[config.mk]
export PLATFORM = sky130hd
export DESIGN_NAME = spi_slave_ctrl
export DESIGN_NICKNAME = d
export VERILOG_FILES = /design/src/rtl/spi_pkg.sv /design/src/rtl/spi_tx_piso.sv /design/src/rtl/spi_slave_ctrl.sv
export SDC_FILE = /design/constraint.sdc
export NUM_CORES = 1
export LEC_CHECK = 0
export CAP_MARGIN = 20
export CORE_MARGIN = 2
export CORE_UTILIZATION = 56
export CTS_BUF_LIST = sky130_fd_sc_hd__clkbuf_16
export CTS_CLUSTER_SIZE = 25
export DETAILED_ROUTE_END_ITERATION = 16
export GPL_TIMING_DRIVEN = 0
export PLACE_DENSITY = 0.81
export SYNTH_ARGS = -nofsm -noshare
export SYNTH_HDL_FRONTEND = slang
export SYNTH_HIERARCHICAL = 1
export SYNTH_SLANG_ARGS = --single-unit
[constraint.sdc]
create_clock -name CLK -period 3.11 [get_ports CLK]
set_input_delay 0.622 -clock CLK [delete_from_list [all_inputs] [get_ports CLK]]
set_output_delay 0.622 -clock CLK [all_outputs]
set_load 0.05 [all_outputs]
[src/rtl/spi_pkg.sv]
// Shared definitions for the SPI slave front end and the command RAM.
package spi_pkg;

    localparam int unsigned FRAME_W_DEF = 10;
    localparam int unsigned DATA_W_DEF  = 8;
    localparam int unsigned CNT_W       = 4;

    typedef enum logic [2:0] {
        ST_IDLE      = 3'd0,
        ST_CHK_CMD   = 3'd1,
        ST_WRITE     = 3'd2,
        ST_READ_ADD  = 3'd3,
        ST_READ_DATA = 3'd4
    } spi_state_e;

    // Frame bits [9:8], decoded by the RAM
    typedef enum logic [1:0] {
        CMD_WR_ADDR = 2'b00,
        CMD_WR_DATA = 2'b01,
        CMD_RD_ADDR = 2'b10,
        CMD_RD_DATA = 2'b11
    } spi_cmd_e;

endpackage

[src/rtl/spi_tx_piso.sv]
// Parallel-load, serial-out MSB-first shifter driving MISO; output is 0 when idle.
module spi_tx_piso
    import spi_pkg::*;
#(
    parameter int unsigned DATA_W = DATA_W_DEF
) (
    input  logic              CLK,
    input  logic              rst_n,
    input  logic              load_i,
    input  logic              en_i,
    input  logic              clr_i,
    input  logic [DATA_W-1:0] data_i,
    output logic              miso_o,
    output logic              done_c
);

    localparam int unsigned REM_W = $clog2(DATA_W);

    logic [DATA_W-1:0] sh_q;
    logic [REM_W-1:0]  rem_q;
    logic              busy_q;
    logic              miso_q;

    always_ff @(posedge CLK) begin
        if (!rst_n || clr_i) begin
            sh_q   <= '0;
            rem_q  <= '0;
            busy_q <= 1'b0;
            miso_q <= 1'b0;
        end else if (load_i) begin
            miso_q <= data_i[DATA_W-1];
            sh_q   <= {data_i[DATA_W-2:0], 1'b0};
            rem_q  <= REM_W'(DATA_W - 1);
            busy_q <= 1'b1;
        end else if (en_i && busy_q) begin
            if (rem_q == '0) begin
                miso_q <= 1'b0;
                busy_q <= 1'b0;
            end else begin
                miso_q <= sh_q[DATA_W-1];
                sh_q   <= {sh_q[DATA_W-2:0], 1'b0};
                rem_q  <= rem_q - REM_W'(1);
            end
        end
    end

    assign miso_o = miso_q;
    // High during the cycle the last data bit is on MISO
    assign done_c = busy_q && (rem_q == '0);

endmodule

[src/rtl/spi_slave_ctrl.sv]
// SPI slave front end: MOSI frames to RAM command words, RAM read data back out on MISO.
module spi_slave_ctrl
    import spi_pkg::*;
#(
    parameter int unsigned FRAME_W = FRAME_W_DEF,
    parameter int unsigned DATA_W  = DATA_W_DEF
) (
    input  logic               CLK,
    input  logic               rst_n,
    input  logic               SS_n,
    input  logic               MOSI,
    output logic               MISO,
    output logic [FRAME_W-1:0] rx_data,
    output logic               rx_valid,
    input  logic [DATA_W-1:0]  tx_data,
    input  logic               tx_valid
);

    spi_state_e         state_q;
    logic [CNT_W-1:0]   cnt_q;
    logic [FRAME_W-2:0] rx_sh_q;
    logic [FRAME_W-1:0] rx_sh_d;
    logic [FRAME_W-1:0] rx_data_q;
    logic               rx_valid_q;
    logic               rd_addr_ok_q;
    logic               samp_q;
    logic               load_c;
    logic               tx_done_c;

    assign rx_sh_d = {rx_sh_q, MOSI};
    // tx_valid only counts in the single cycle after a READ_DATA frame completes
    assign load_c  = samp_q && tx_valid && !SS_n;

    always_ff @(posedge CLK) begin
        if (!rst_n) begin
            state_q      <= ST_IDLE;
            cnt_q        <= '0;
            rx_sh_q      <= '0;
            rx_data_q    <= '0;
            rx_valid_q   <= 1'b0;
            rd_addr_ok_q <= 1'b0;
            samp_q       <= 1'b0;
        end else begin
            rx_valid_q <= 1'b0;
            samp_q     <= 1'b0;
            if (SS_n) begin
                state_q <= ST_IDLE;
                cnt_q   <= '0;
            end else begin
                case (state_q)
                    ST_IDLE: begin
                        state_q <= ST_CHK_CMD;
                        cnt_q   <= '0;
                    end
                    ST_CHK_CMD: begin
                        if (!MOSI)
                            state_q <= ST_WRITE;
                        else if (rd_addr_ok_q)
                            state_q <= ST_READ_DATA;
                        else
                            state_q <= ST_READ_ADD;
                    end
                    ST_WRITE, ST_READ_ADD, ST_READ_DATA: begin
                        // Counter saturates at FRAME_W; extra MOSI bits are ignored
                        if (cnt_q != CNT_W'(FRAME_W)) begin
                            rx_sh_q <= rx_sh_d[FRAME_W-2:0];
                            cnt_q   <= cnt_q + CNT_W'(1);
                            if (cnt_q == CNT_W'(FRAME_W - 1)) begin
                                rx_data_q  <= rx_sh_d;
                                rx_valid_q <= 1'b1;
                                if (state_q == ST_READ_ADD)
                                    rd_addr_ok_q <= 1'b1;
                            end
                        end
                        if (state_q == ST_READ_DATA && rx_valid_q)
                            samp_q <= 1'b1;
                        if (state_q == ST_READ_DATA && tx_done_c)
                            rd_addr_ok_q <= 1'b0;
                    end
                    default: state_q <= ST_IDLE;
                endcase
            end
        end
    end

    spi_tx_piso #(
        .DATA_W (DATA_W)
    ) u_tx_piso (
        .CLK    (CLK),
        .rst_n  (rst_n),
        .load_i (load_c),
        .en_i   (!SS_n),
        .clr_i  (SS_n),
        .data_i (tx_data),
        .miso_o (MISO),
        .done_c (tx_done_c)
    );

    assign rx_data  = rx_data_q;
    assign rx_valid = rx_valid_q;

endmodule

==> out/results.ini, run 1 <==
[global_routing]
grt_max_degree=13
antenna_found_initial=0
grt_pass1_vias=1450
grt_pass1_wl_um=6360
grt_overflow=0
gr-usage-all-layers_pct=23.2

[timing]
period_share_pct=69.4
final_max_slew_viol_count=0
finalHoldViolations=0
fin_worst_skew_ps=4.64
fmax_mhz=463
tns_ps=0
period_needed_ps=2160
fin_ws_ps=952
rsz0062_at_grt=false
worst_slew_pin_slew_ps=517
setup_viol_count_final=0
relSlewSlack_pct=65.5

[drt]
drtPass1Iterations=5
vias_per_cell=5.59
wl_um=3860
vias=1525
drt_iter0_markers=99
avgRoutedWirePerCell_um=14.1
drcViolationCount=0
ant_nets=0

[pwr]
fin_total_pwr_mw=1.06
seqPwrFrac_pct=50.0
power_density_mw_per_mm2=463
power.switching_mw=0.215
pwr-share-comb_pct=4.5
swShare_pct=20.4
pwr-share-clk_pct=45.5
ir_drop_mv=0.467
p_int_mw=0.841
p_leak_nw=0.788

[worst_setup_path]
crit_fanout=10
cp_top_family=buffers and inverters
path_class=input pin to register
slowest_stage=clkdlybuf4s50_1
end_kind=register
worst-path-buf-inv=4
slowest_delay_ps=550
startpoint_type=input pin
rrSetupSlack_ps=1420
crit_chain=clkdlybuf4s50_1 -> inv_1 -> and3_1 -> clkinv_1 -> buf_2 -> a311oi_2
cp.arrival_ps=2350
worst_ep_required_time_ps=3310

[finish]
layout-drive-gt1-share_pct=8.73
insertedDiodeCount=0
utilization_pct=73.5
final_common_cell=dfxtp_1
syn2layout_area_growth_pct=23.5
mostFrequentLayoutCells=dfxtp_1, nand2_1, clkdlybuf4s50_1
nets=246

[placement]
gp_congestion=0.801
portBuffers=24
dp_hpwl_um=2650
dp_slack_ps=694

[yosys]
netlist-cell-type-count=40
synthCells=197
ys_seq_area_share_pct=44.4
synth_area_mm2=0.00185
syn_nets=215
ys_ff_latch=41
syn_area_per_cell_um2=9.38
yosysWarnings=6

[clocking]
cts_tree=done
path_clk_slew_ps=60
clk_latency_ps=280
postCtsSetupRepairBufs=0
cts_inserted_buffers=5
cts_resized=0
cts_max_level=2
cts_sinks=41
cts_buffer_depth=2
cts-root-buf=clkbuf_16
ctsHoldBuffers=0

[job]
max_cap_violations=0

[floorplanning]
start_util_pct=59.6
fp.dieArea_mm2=0.00378
fp.dieH_um=61.4
rows=20
io_pins=25
core_mm2=0.00310
die_w_um=61.4

[status]
status=finished clean

[min_path]
min_path_type=register to register

[routing by layer]
layer | share of wire, % | up-vias | track usage (%)
met3 | 5.6 | 4 | 7.56
li1 | - | 755 | -
met2 | 50 | 47 | 38.1
met1 | 43 | 719 | 27.6
met5 | 0 | - | 0
met4 | 0.91 | 0 | 10.6
[worst reg2reg max path, delay by kind of cell, from the launching register on]
kind | cells | cell delay, ps
muxes | 1 | 200
and+or+nand+nor | 1 | 240
DFF | 1 | 380
adders and majority gates | 1 | 270
AOI/OAI and AO/OA | 1 | 200
buffers and inverters | 2 | 330
[cells in the mapped netlist]
library cell	instances	area, um^2
a21oi_1	8	40.0
and3b_1	1	8.76
nor2_1	2	7.51
buf_2	2	10.0
a311oi_2	1	15.0
and2_1	2	12.5
or3b_4	1	11.3
and2b_1	2	15.0
inv_1	9	33.8
nand3_1	13	65.1
a211oi_1	1	7.51
clkbuf_1	3	11.3
o211ai_1	1	7.51
nand4bb_1	1	11.3
nor2b_1	3	18.8
or4_1	1	7.51
mux2_2	1	11.3
or3_1	1	6.26
a211o_1	1	8.76
o21ai_0	17	85.1
nor4b_1	1	8.76
a211oi_2	1	12.5
a211oi_4	1	20.0
nor4bb_1	1	10.0
ha_1	5	62.6
buf_6	3	33.8
nor3_1	3	15.0
a2111oi_0	1	8.76
nand2_1	27	101
and4_4	1	11.3
and3_1	1	6.26
clkinv_1	1	3.75
o211a_1	1	10.0
a31oi_1	8	50.1
and2_4	1	8.76
dfxtp_1	41	821
nand2b_1	4	25.0
mux2i_1	23	230
nand3b_1	1	7.51
buf_4	1	7.51
[cell families (layout without fill, tap and decap cells)]
logic type | Yosys count | in the layout | synth area share, %
muxes | 24 | 24 | 13.1
and+or+nand+nor | 67 | 67 | 19.4
AOI/OAI and AO/OA | 41 | 41 | 14.4
buffers and inverters | 19 | 51 | 5.42
DFF | 41 | 41 | 44.4
adders and majority gates | 5 | 5 | 3.39
[registers in the layout, summed over array words and instances, names as in the netlist, 3 cells and up]
register	cells
cnt_q	4
rx_data	10
u_tx_piso/rem_q	3
u_tx_piso/sh_q	7
state_q	3
rx_sh_q	9
[power by group through the flow]
stage	clock network [mW]	registers, mW	logic [mW]
floorplan	0	0.540	0.0240
global placement	0	0.540	0.0462
detailed placement	0	0.540	0.0474
CTS	0.490	0.529	0.0479
global route	0.517	0.528	0.0525
finish	0.480	0.529	0.0479
[worst paths after layout]
kind | start | end | cells after the start
hold / removal | rx_valid | samp_q | 2
setup / recovery | SS_n | u_tx_piso/rem_q[1] | 6
hold reg to reg | rx_valid | samp_q | 2
setup reg to reg | cnt_q[0] | rx_sh_q[8] | 6
[area by class of cell]
cell class / count / area (um^2)
fillers: 248 / 821
well taps: 44 / 55.1
repair buffers: 24 / 240
plain buffers: 9 / 62.6
inverters: 10 / 37.5
multi-input cells: 137 / 927
clock inverters: 3 / 13.8
flip-flops and latches: 41 / 821
clock buffers: 5 / 125
[stage by stage]
step	hold slack, ps	cells	cell area (um^2)
floorplan	438	197	1850
global placement	438	265	2140
detailed placement	434	265	2140
CTS	440	273	2280
global route	457	273	2280
finish	444	273	2280
Note: power is estimated with default switching activity, not from simulation.
==> run 2, diff against run 1 <==
--- a/config.mk
+++ b/config.mk
@@ -7,12 +7,12 @@
 export LEC_CHECK = 0
 export CAP_MARGIN = 20
 export CORE_MARGIN = 2
-export CORE_UTILIZATION = 56
+export CORE_UTILIZATION = 48
 export CTS_BUF_LIST = sky130_fd_sc_hd__clkbuf_16
 export CTS_CLUSTER_SIZE = 25
 export DETAILED_ROUTE_END_ITERATION = 16
 export GPL_TIMING_DRIVEN = 0
-export PLACE_DENSITY = 0.81
+export PLACE_DENSITY = 0.74
 export SYNTH_ARGS = -nofsm -noshare
 export SYNTH_HDL_FRONTEND = slang
 export SYNTH_HIERARCHICAL = 1
==> constraint.sdc (replaced) <==
create_clock -name CLK -period 1.8 [get_ports CLK]
set_input_delay 0.36 -clock CLK [delete_from_list [all_inputs] [get_ports CLK]]
set_output_delay 0.36 -clock CLK [all_outputs]
set_load 0.05 [all_outputs]
==> out/results.ini, run 2 (same netlist as run 1, synthesis figures left out) <==
[clocking]
cts-root-buf=clkbuf_16
ctsHoldBuffers=0  ; unchanged
path_clk_slew_ps=60  ; about the same
cts_tree=done
cts_inserted_buffers=5  ; unchanged
cts_max_level=2  ; unchanged
postCtsSetupRepairBufs=0  ; unchanged
cts_resized=1  ; +1
cts_sinks=41  ; unchanged
clk_latency_ps=280  ; about the same
cts_buffer_depth=2  ; unchanged

[drt]
drcViolationCount=0  ; unchanged
vias=1450  ; -4.9%
avgRoutedWirePerCell_um=12.8  ; -9.3%
vias_per_cell=5.23  ; -6.3%
wl_um=3550  ; -7.9%
ant_nets=0  ; unchanged
drt_iter0_markers=94  ; -5.1%
drtPass1Iterations=4  ; -1

[pwr]
p_leak_nw=0.930  ; +18%
fin_total_pwr_mw=1.99  ; +88%
power_density_mw_per_mm2=850  ; +84%
ir_drop_mv=0.595  ; +27%

[global_routing]
grt_pass1_vias=1342  ; -7.4%
grt_overflow=0  ; unchanged
grt_pass1_wl_um=6040  ; -5.0%
antenna_found_initial=0  ; unchanged
gr-usage-all-layers_pct=18.1  ; -5.2 points
grt_max_degree=14  ; +1

[timing]
tns_ps=0  ; unchanged
relSlewSlack_pct=65.3  ; -0.11 points
fin_worst_skew_ps=3.91  ; -0.731 ps
setup_viol_count_final=0  ; unchanged
period_needed_ps=1770
rsz0062_at_grt=false
finalHoldViolations=0  ; unchanged
fmax_mhz=564
final_max_slew_viol_count=0  ; unchanged
period_share_pct=98.6
worst_slew_pin_slew_ps=519  ; +2.44 ps
fin_ws_ps=26.0  ; -926 ps

[worst_setup_path]
slowest_delay_ps=800  ; +250 ps
startpoint_type=register
worst_ep_required_time_ps=1440  ; -1870 ps
end_kind=output port
crit_fanout=2  ; -8
cp.arrival_ps=1410  ; -940 ps
crit_chain=clkdlybuf4s50_1
path_class=register to output port
cp_top_family=buffers and inverters
slowest_stage=clkdlybuf4s50_1
worst-path-buf-inv=1  ; -3

[finish]
mostFrequentLayoutCells=dfxtp_1, nand2_1, mux2i_1
stdcell_count=277  ; +1.5%
layout-drive-gt1-share_pct=9.61  ; +0.87 points
seq_area_um2=821  ; unchanged
insertedDiodeCount=0  ; unchanged
largest_reg_flops=10  ; unchanged
multi_input_area_um2=927  ; unchanged
nets=246  ; unchanged
n_fill_cell=329  ; +33%
design_area_mm2=0.00234  ; +2.4%
syn2layout_area_growth_pct=26.4
final_common_cell=dfxtp_1

[job]
max_cap_violations=0  ; unchanged

[floorplanning]
core_mm2=0.00369  ; +19%
rows=22  ; +10%
io_pins=25  ; unchanged
start_util_pct=50.1  ; -9.5 points
fp.dieH_um=66.1  ; +7.5%
fp.dieArea_mm2=0.00436  ; +16%
die_w_um=66.1  ; +7.5%

[placement]
dp_slack_ps=-381  ; -1070 ps
placed_cells=269  ; +1.5%
post_dp_cell_area_mm2=0.00215  ; +0.23%
portBuffers=24  ; unchanged
dp_hpwl_um=2390  ; -9.9%
gp_congestion=0.794  ; -0.85%

[min_path]
min_path_type=register to register

[status]
status=finished clean

run 2: cell types whose count changed in the layout (fill, tap and decap cells not counted), sizes merged:
cell,change
bufinv,+1
inv,-1
clkinvlp,+1
clkinv,-1
clkdlybuf4s50,-8
dlymetal6s2s,+8
run 2: final cells by class:
cell class	instances	share of cell area, %
clock inverters	3	1.77
well taps	48	2.57
clock buffers	5	5.36
repair buffers	24	11.1
plain buffers	9	2.68
inverters	10	1.66
multi-input cells	137	39.7
flip-flops and latches	41	35.1
run 2: power breakdown:
group | internal, mW | leakage (nW) | switching, mW | total, mW
Clock | 0.648 | 0.0775 | 0.342 | 0.991
Sequential | 0.910 | 0.330 | 0.00307 | 0.913
Combinational | 0.0406 | 0.522 | 0.0416 | 0.0822
Total | 1.60 | 0.930 | 0.387 | 1.99
run 2: routing by layer:
layer / up-vias / GRT usage [%] / part of all wire [%]
li1: 756 / - / -
met1: 664 / 24.9 / 51
met2: 24 / 26.9 / 43
met3: 6 / 4.26 / 4.0
met4: 0 / 7.65 / 1.5
met5: - / 0 / 0
run 2: final timing paths:
path | startpoint | to | slack [ps] | depth (start not counted)
max | rx_data[2] | rx_data[2] | 30 | 1
min | rx_valid | samp_q | 450 | 2
max reg2reg | state_q[2] | rx_data[3] | 110 | 4
min reg2reg | rx_valid | samp_q | 450 | 2
run 2: through the flow:
stage	util, %	hold WS (ps)
after floorplan	-	438
after global placement	58.2	437
after detailed placement	58.2	431
after CTS	62.8	439
after global routing	63.3	481
final	63.3	449
